<file path="src/rtl/core_defines.sv">
// Shared core constants: opcodes, ALU control codes, issue-stage state encoding
// and the registered issue payload.
package core_defines;
  localparam logic [6:0] OPC_OP     = 7'b0110011;
  localparam logic [6:0] OPC_OP_IMM = 7'b0010011;
  localparam logic [6:0] OPC_LUI    = 7'b0110111;
  localparam logic [6:0] OPC_AUIPC  = 7'b0010111;
  localparam logic [6:0] OPC_BRANCH = 7'b1100011;

  localparam logic [5:0] ALU_ADD    = 6'b000000;
  localparam logic [5:0] ALU_PASS_B = 6'b010000;
  localparam logic [2:0] ALU_BR_PFX = 3'b100;

  typedef enum logic {ST_EMPTY = 1'b0, ST_FULL = 1'b1} issue_state_t;

  typedef struct packed {
    logic [31:0] pc;
    logic        is_branch;
    logic [5:0]  alu_ctrl;
    logic [31:0] op_a;
    logic [31:0] op_b;
    logic [31:0] imm;
    logic        illegal;
  } issue_pkt_t;
endpackage

</file>
<file path="src/rtl/d_decode.sv">
// Combinational decode of a fetch beat into ALU operands, control and immediate.
module d_decode
  import core_defines::*;
(
  input  logic [31:0] instr,
  input  logic [31:0] pc,
  input  logic [31:0] rs1_data,
  input  logic [31:0] rs2_data,
  output logic [31:0] operand_a,
  output logic [31:0] operand_b,
  output logic [31:0] imm,
  output logic [5:0]  alu_ctrl,
  output logic        is_branch,
  output logic        illegal
);
  logic [2:0]  funct3;
  logic [31:0] rs1_val, rs2_val, i_imm, u_imm, b_imm;

  assign funct3  = instr[14:12];
  // x0 always reads as zero, whatever the register file returns
  assign rs1_val = (instr[19:15] == 5'd0) ? 32'h0 : rs1_data;
  assign rs2_val = (instr[24:20] == 5'd0) ? 32'h0 : rs2_data;
  assign i_imm   = {{20{instr[31]}}, instr[31:20]};
  assign u_imm   = {instr[31:12], 12'h0};
  assign b_imm   = {{20{instr[31]}}, instr[7], instr[30:25], instr[11:8], 1'b0};

  always_comb begin
    operand_a = 32'h0;
    operand_b = 32'h0;
    imm       = 32'h0;
    alu_ctrl  = ALU_ADD;
    is_branch = 1'b0;
    illegal   = 1'b0;
    case (instr[6:0])
      OPC_OP: begin
        operand_a = rs1_val;
        operand_b = rs2_val;
        alu_ctrl  = {2'b00, instr[30], funct3};
      end
      OPC_OP_IMM: begin
        operand_a = rs1_val;
        operand_b = i_imm;
        imm       = i_imm;
        // bit 30 only selects SRAI; elsewhere it is immediate data
        alu_ctrl  = {2'b00, (funct3 == 3'b101) & instr[30], funct3};
      end
      OPC_LUI: begin
        operand_b = u_imm;
        imm       = u_imm;
        alu_ctrl  = ALU_PASS_B;
      end
      OPC_AUIPC: begin
        operand_a = pc;
        operand_b = u_imm;
        imm       = u_imm;
      end
      OPC_BRANCH: begin
        operand_a = rs1_val;
        operand_b = rs2_val;
        imm       = b_imm;
        alu_ctrl  = {ALU_BR_PFX, funct3};
        is_branch = 1'b1;
      end
      default: illegal = 1'b1;
    endcase
  end
endmodule

</file>
<file path="src/rtl/d_issue.sv">
// One-entry decode/issue stage between fetch and execute.
// Optional D_ISSUE_PERF_EN adds issued/stall/flush event counters.
module d_issue
  import core_defines::*;
(
  input  logic        clock,
  input  logic        reset,
  input  logic        f_valid,
  output logic        f_ready,
  input  logic [31:0] f_pc,
  input  logic [31:0] f_instr,
  output logic [4:0]  rs1_addr,
  output logic [4:0]  rs2_addr,
  input  logic [31:0] rs1_data,
  input  logic [31:0] rs2_data,
  output logic        a_valid,
  input  logic        a_ready,
  input  logic        br_en,
  output logic [31:0] a_pc,
  output logic        is_branch,
  output logic [5:0]  ALU_Control,
  output logic [31:0] operand_A,
  output logic [31:0] operand_B,
  output logic [31:0] imm,
  output logic        illegal
`ifdef D_ISSUE_PERF_EN
  ,
  output logic [31:0] perf_issued,
  output logic [31:0] perf_stall,
  output logic [31:0] perf_flush
`endif
);
  issue_state_t state, state_nxt;
  issue_pkt_t   pkt_q, dec_pkt;
  logic         capture, handshake, flush, load;

  assign rs1_addr = f_instr[19:15];
  assign rs2_addr = f_instr[24:20];

  d_decode u_dec (
    .instr     (f_instr),
    .pc        (f_pc),
    .rs1_data  (rs1_data),
    .rs2_data  (rs2_data),
    .operand_a (dec_pkt.op_a),
    .operand_b (dec_pkt.op_b),
    .imm       (dec_pkt.imm),
    .alu_ctrl  (dec_pkt.alu_ctrl),
    .is_branch (dec_pkt.is_branch),
    .illegal   (dec_pkt.illegal)
  );
  assign dec_pkt.pc = f_pc;

  assign a_valid   = (state == ST_FULL);
  assign f_ready   = (state == ST_EMPTY) | a_ready;
  assign capture   = f_valid & f_ready;
  assign handshake = a_valid & a_ready;
  // a taken branch squashes the wrong-path beat arriving alongside it
  assign flush     = handshake & br_en;
  assign load      = capture & ~flush;

  always_comb begin
    state_nxt = state;
    case (state)
      ST_EMPTY: if (capture) state_nxt = ST_FULL;
      ST_FULL:  if (handshake) state_nxt = load ? ST_FULL : ST_EMPTY;
      default:  state_nxt = ST_EMPTY;
    endcase
  end

  always_ff @(posedge clock) begin
    if (!reset) begin
      state <= ST_EMPTY;
      pkt_q <= '0;
    end else begin
      state <= state_nxt;
      if (load) pkt_q <= dec_pkt;
    end
  end

  assign a_pc        = pkt_q.pc;
  assign is_branch   = pkt_q.is_branch;
  assign ALU_Control = pkt_q.alu_ctrl;
  assign operand_A   = pkt_q.op_a;
  assign operand_B   = pkt_q.op_b;
  assign imm         = pkt_q.imm;
  assign illegal     = pkt_q.illegal;

`ifdef D_ISSUE_PERF_EN
  always_ff @(posedge clock) begin
    if (!reset) begin
      perf_issued <= '0;
      perf_stall  <= '0;
      perf_flush  <= '0;
    end else begin
      if (handshake)           perf_issued <= perf_issued + 32'd1;
      if (a_valid && !a_ready) perf_stall  <= perf_stall + 32'd1;
      if (flush)               perf_flush  <= perf_flush + 32'd1;
    end
  end
`endif
endmodule

</file>
<file path="config.mk">
export PLATFORM = sky130hd
export DESIGN_NAME = d_issue
export DESIGN_NICKNAME = d
export VERILOG_FILES = /design/src/rtl/core_defines.sv /design/src/rtl/d_decode.sv /design/src/rtl/d_issue.sv
export SDC_FILE = /design/constraint.sdc
export NUM_CORES = 1
export LEC_CHECK = 0
export BUFFER_PORTS_ARGS = -buffer_cell sky130_fd_sc_hd__clkbuf_2
export CAP_MARGIN = 20
export CORE_MARGIN = 5
export CORE_UTILIZATION = 50
export CTS_CLUSTER_SIZE = 24
export DETAILED_ROUTE_END_ITERATION = 8
export PLACE_DENSITY = 0.86
export SLEW_MARGIN = 20
export SYNTH_ARGS = -nofsm -noshare
export SYNTH_HDL_FRONTEND = slang
export SYNTH_SLANG_ARGS = --single-unit
</file>
<file path="constraint.sdc">
create_clock -name clock -period 4.4 [get_ports clock]
set_input_delay 0.66 -clock clock [delete_from_list [all_inputs] [get_ports clock]]
set_output_delay 0.66 -clock clock [all_outputs]
set_load 0.02 [all_outputs]
</file>
# == After elaboration in Yosys (flattened, before gate mapping) ==
# Index checks and enable logic that the tools add are counted.
# op_classes
n_eq_ne,6
n_mux,12
bitwise_logic,8
reduce_logical,6
# op_table
operator,count
$pmux 32 s3,2
$mux 32,2
$pmux 32 s2,1
$pmux 6 s4,1
$eq 7x5->1 const B,2
$eq 7x6->1 const B,2
$logic_not 5->1,2
$eq 7x7->1 const B,1
$and 1x1->1,5
$mux 1,5
$reduce_or 5->1,1
$reduce_or 2->1,2
$eq 3x3->1 const B,1
$reduce_or 3->1,1
$not 1->1,2
$pmux 1 s2,1
$or 1x1->1,1
# word_totals
ff_bits,137
output_inout_bits,148
elab_cells,40

# == Depth between registers and ports, before layout ==
# logic_depth
word_depth,7
depth_mapped,8

# == Cells and area by module ==
# A second synthesis with hierarchy kept.
# unflattened
hier_cells,754
hier_area_um2,6707.7
# by_module_without_submodules
mod,instances,cells_per_inst,area_each_um2
d_issue,1,606,5501.5
d_decode,1,148,1206.2

# == Worst setup path before layout ==
# OpenSTA, ideal clock, no wires.
# synth_timing
path_kind,input-to-reg
start,input port f_instr[16]
end,"register pkt_q, in the netlist operand_A[21]"
setup_time_ps,125
arrival_time_ps,1964
required_ps,4275
setup_slack_ps,2311
path_stages,6
n_path_buf,2
cell_sequence,or4_4 > o221a_4 > and3_4 > buf_6 > buf_6 > o2bb2ai_1
# synth_via
elab_chain_cells,3
# synth_lines
item,line_no,source
start: declaration,d_issue.sv:11,"input logic [31:0] f_instr,"
$logic_not 5->1,d_decode.sv:21,assign rs1_val = (instr[19:15] == 5'd0) ? 32'h0 : rs1_data;
$mux 32,d_decode.sv:21,
$pmux 32 s2,d_decode.sv:34,case (instr[6:0])
end signal: assignment,d_issue.sv:77,if (load) pkt_q <= dec_pkt;
end: declaration,d_issue.sv:34,"issue_pkt_t pkt_q, dec_pkt;"
# No other way between the ends.
# A chain may end at the register's enable or synchronous reset.

# == Worst setup path in the final report ==
# layout_timing
start,"register state, in the netlist a_valid"
end,"register pkt_q, in the netlist imm[27]"
# layout_via
elab_chain_cells,4
word_cells_on_any_way,7
classes_between,bitwise: 7
# layout_lines
item,line_no,source
start: declaration,d_issue.sv:33,"issue_state_t state, state_nxt;"
start signal: assignment,d_issue.sv:76,state <= state_nxt;
$not 1->1 or $and 1x1->1 (tied branches),-,
$or 1x1->1 or $and 1x1->1 (tied branches),"d_issue.sv:55, d_issue.sv:59",
$and 1x1->1 or $not 1->1 (tied branches),"d_issue.sv:56, d_issue.sv:60",
$and 1x1->1 *,d_issue.sv:60,assign load = capture & ~flush;
# Mark *: on every way between the ends. The rest lies on a longest branch, timed or not.

==> flow_metrics.tcl <==
set metrics [dict create \
    outcome "completed" \
    setup_viol 0 \
    finalHoldViolations 0 \
    worstReg2RegEnd "imm[27]" \
    syn_area_sq_um 5810 \
    placed_area_sq_um 7150 \
    routedWlPerCell_um 19.9 \
    core_sq_um 11400 \
    vias 6168 \
    fin_crit_sh_pct 64.0 \
    final_layout_size_suffix_gt1_share_pct 38.4 \
    drtIter0Drc 693 \
    rsz0062_at_grt "no" \
    start_util_pct 50.9 \
    ys_types 41 \
    place.port_buffers 280 \
    cts_resized 0 \
    setup_slack_ns 1.58 \
    ant_nets 0 \
    placedCellCount 986 \
    first_pass_iters 6 \
    hold_buffers 0 \
    ys_seq_area_share_pct 47.2 \
    fin_cells 1018 \
    whs_path_depth 2 \
    drv_cap 0 \
    crit_fanout 31 \
    mostFrequentLayoutCells "280 x clkbuf_2, 137 x dfxtp_1, 96 x nand2_1" \
    place_congestion 0.927 \
    slew_violations 0 \
    r2r_slack_ns 1.58 \
    post-place-ws_ns 1.51 \
    hold_end "a_pc[11]" \
    final_nets 996 \
    grt_pass1_vias 5894 \
    fmax_ghz 0.355 \
    min_path_type "reg -> reg" \
    syn_area_per_cell_sq_um 9.20 \
    worst_pin_slew_ns 1.01 \
    yosys_register_bits 137 \
    skew_ns 0.00820 \
    vdd_drop_max_v 0.000253 \
    grt_pass1_wl_mm 31.9 \
    synth_edf_count 0 \
    rr_worst_depth 5 \
    fp.dieH_um 118 \
    layout_commonest_cell "clkbuf_2" \
    rows 39 \
    finalCriticalPeriod_ns 2.82 \
    powerDensity_nw_per_um2 398 \
    maxSlewHeadroom_pct 32.7 \
    cp-start-kind "flop" \
    synth_ff_type "dfxtp_1" \
    rr_startpoint "a_valid" \
    gr-total-overflow 0 \
    clk_path_buf_depth 2 \
    setup-tns-final_ns 0 \
    postCtsSetupBuffers 0 \
    grt_max_degree 84 \
    ys_top_cells_by_area "dfxtp_1 47%, o2bb2ai_1 12%, a21oi_1 6.5%" \
    fp.dieArea_sq_um 13900 \
    syn_to_final_growth_pct 34.0 \
    yosysWarnings 0 \
    drcViolationCount 0 \
    min_from "a_pc[11]" \
    crit_arrival_ns 3.15 \
    cts_sinks 137 \
    grt.total_usage_pct 27.9 \
    yosys.area.top_type "dfxtp_1" \
    dieWidth_um 118 \
    async_flop_share_pct 0 \
    wirelength_mm 20.3 \
    p_leak_nw 3.31 \
    clkSlewWorstSetupHoldPaths_ns 0.06 \
    required_ns 4.73 \
    stdcell_area_sq_um 7790 \
    cts_buffers 17 \
    tritoncts "done" \
    diodes 0 \
    post-route-util_pct 68.2 \
    cp-end-kind "flop" \
    clk_latency_ns 0.41 \
    setup.worst_path.class "reg -> reg" \
    via_per_inst 6.06 \
    synth_top_area_share_pct 47.2 \
    synthCells 632 \
    ios 281 \
    root_buffer "clkbuf_16" \
    cts-htree-levels 4 \
    hpwl_mm 14.3 \
    antenna_found_initial 1 \
    syn-num-nets 765 \
]
kinds of logic (layout without fill, tap and decap cells):
kind of cell / count (synthesis) / after routing / synth area share [%]
DFF: 137 / 137 / 47.2
and+or+nand+nor: 144 / 144 / 11.2
AOI/OAI and AO/OA: 268 / 268 / 34.8
buffers and inverters: 82 / 325 / 6.67
xor gates and xnor gates: 1 / 1 / 0.151
sequential cells by signal, summed over array words and instances (netlist names):
register     count
operand_A       32
a_pc            32
is_branch        1
operand_B       32
ALU_Control      6
illegal          1
a_valid          1
imm             32
power breakdown:
part	internal (mW)	switching [mW]	leakage (nW)
logic	0.114	0.214	1.90
registers	1.26	0.0118	1.11
clock network	0.959	0.537	0.295
total	2.34	0.763	3.31
through the flow:
step                hold slack [ns]  total power, mW
floorplan                     0.529             1.48
detailed placement            0.446             1.62
global route                  0.454             3.19
CTS                           0.442             3.11
global placement              0.440             1.62
finish                        0.453             3.10
synth_stat cells, drive strengths merged (2+ instances only):
master   count
nor2b        2
a21oi       75
a32oi       29
inv          3
clkbuf      47
o211ai      32
nor3         2
o21a         2
a2bb2oi     29
o211a        2
nor2         7
and3b        2
a221oi       4
nand2       96
nand3       21
o2bb2ai     78
nand3b       4
o21ai        6
nand2b       3
dfxtp      137
buf         32
a22o         5
worst max path at each step:
stage	cells after the start	slack [ns]	endpoint	startpoint
2_1_floorplan	6	2.31	operand_A[21]	f_instr[16]
3_3_place_gp	5	1.58	imm[26]	f_valid
3_5_place_dp	5	1.51	imm[26]	f_valid
4_1_cts	5	1.63	imm[27]	a_valid
5_1_grt	5	1.36	imm[20]	a_valid
6_report	5	1.58	imm[27]	a_valid
metal layers:
| layer | track usage, % | up-vias | share of wire (%) | wire length, um |
|---|---|---|---|---|
| li1 | - | 2845 | - | - |
| met1 | 34.4 | 2894 | 39 | 7870 |
| met2 | 44.7 | 382 | 47 | 9520 |
| met3 | 10.3 | 45 | 11 | 2330 |
| met4 | 9.96 | 2 | 2.8 | 563 |
| met5 | 0 | - | 0.099 | 20 |
cell type report:
cell class / instances / area (sq um)
fillers: 918 / 3630
flip-flops and latches: 137 / 2740
multi-input cells: 413 / 2730
repair buffers: 291 / 1510
clock buffers: 19 / 443
well taps: 143 / 179
clock inverters: 12 / 175
inverters: 3 / 11.3
critical path: stages, from the launching register on:
cell and delay (ns):
dfxtp_1 0.33, inv_1 0.73, o21a_1 0.72, buf_4 0.31
o211ai_2 0.36, o2bb2ai_1 0.28
(Power assumes the default switching activity.)
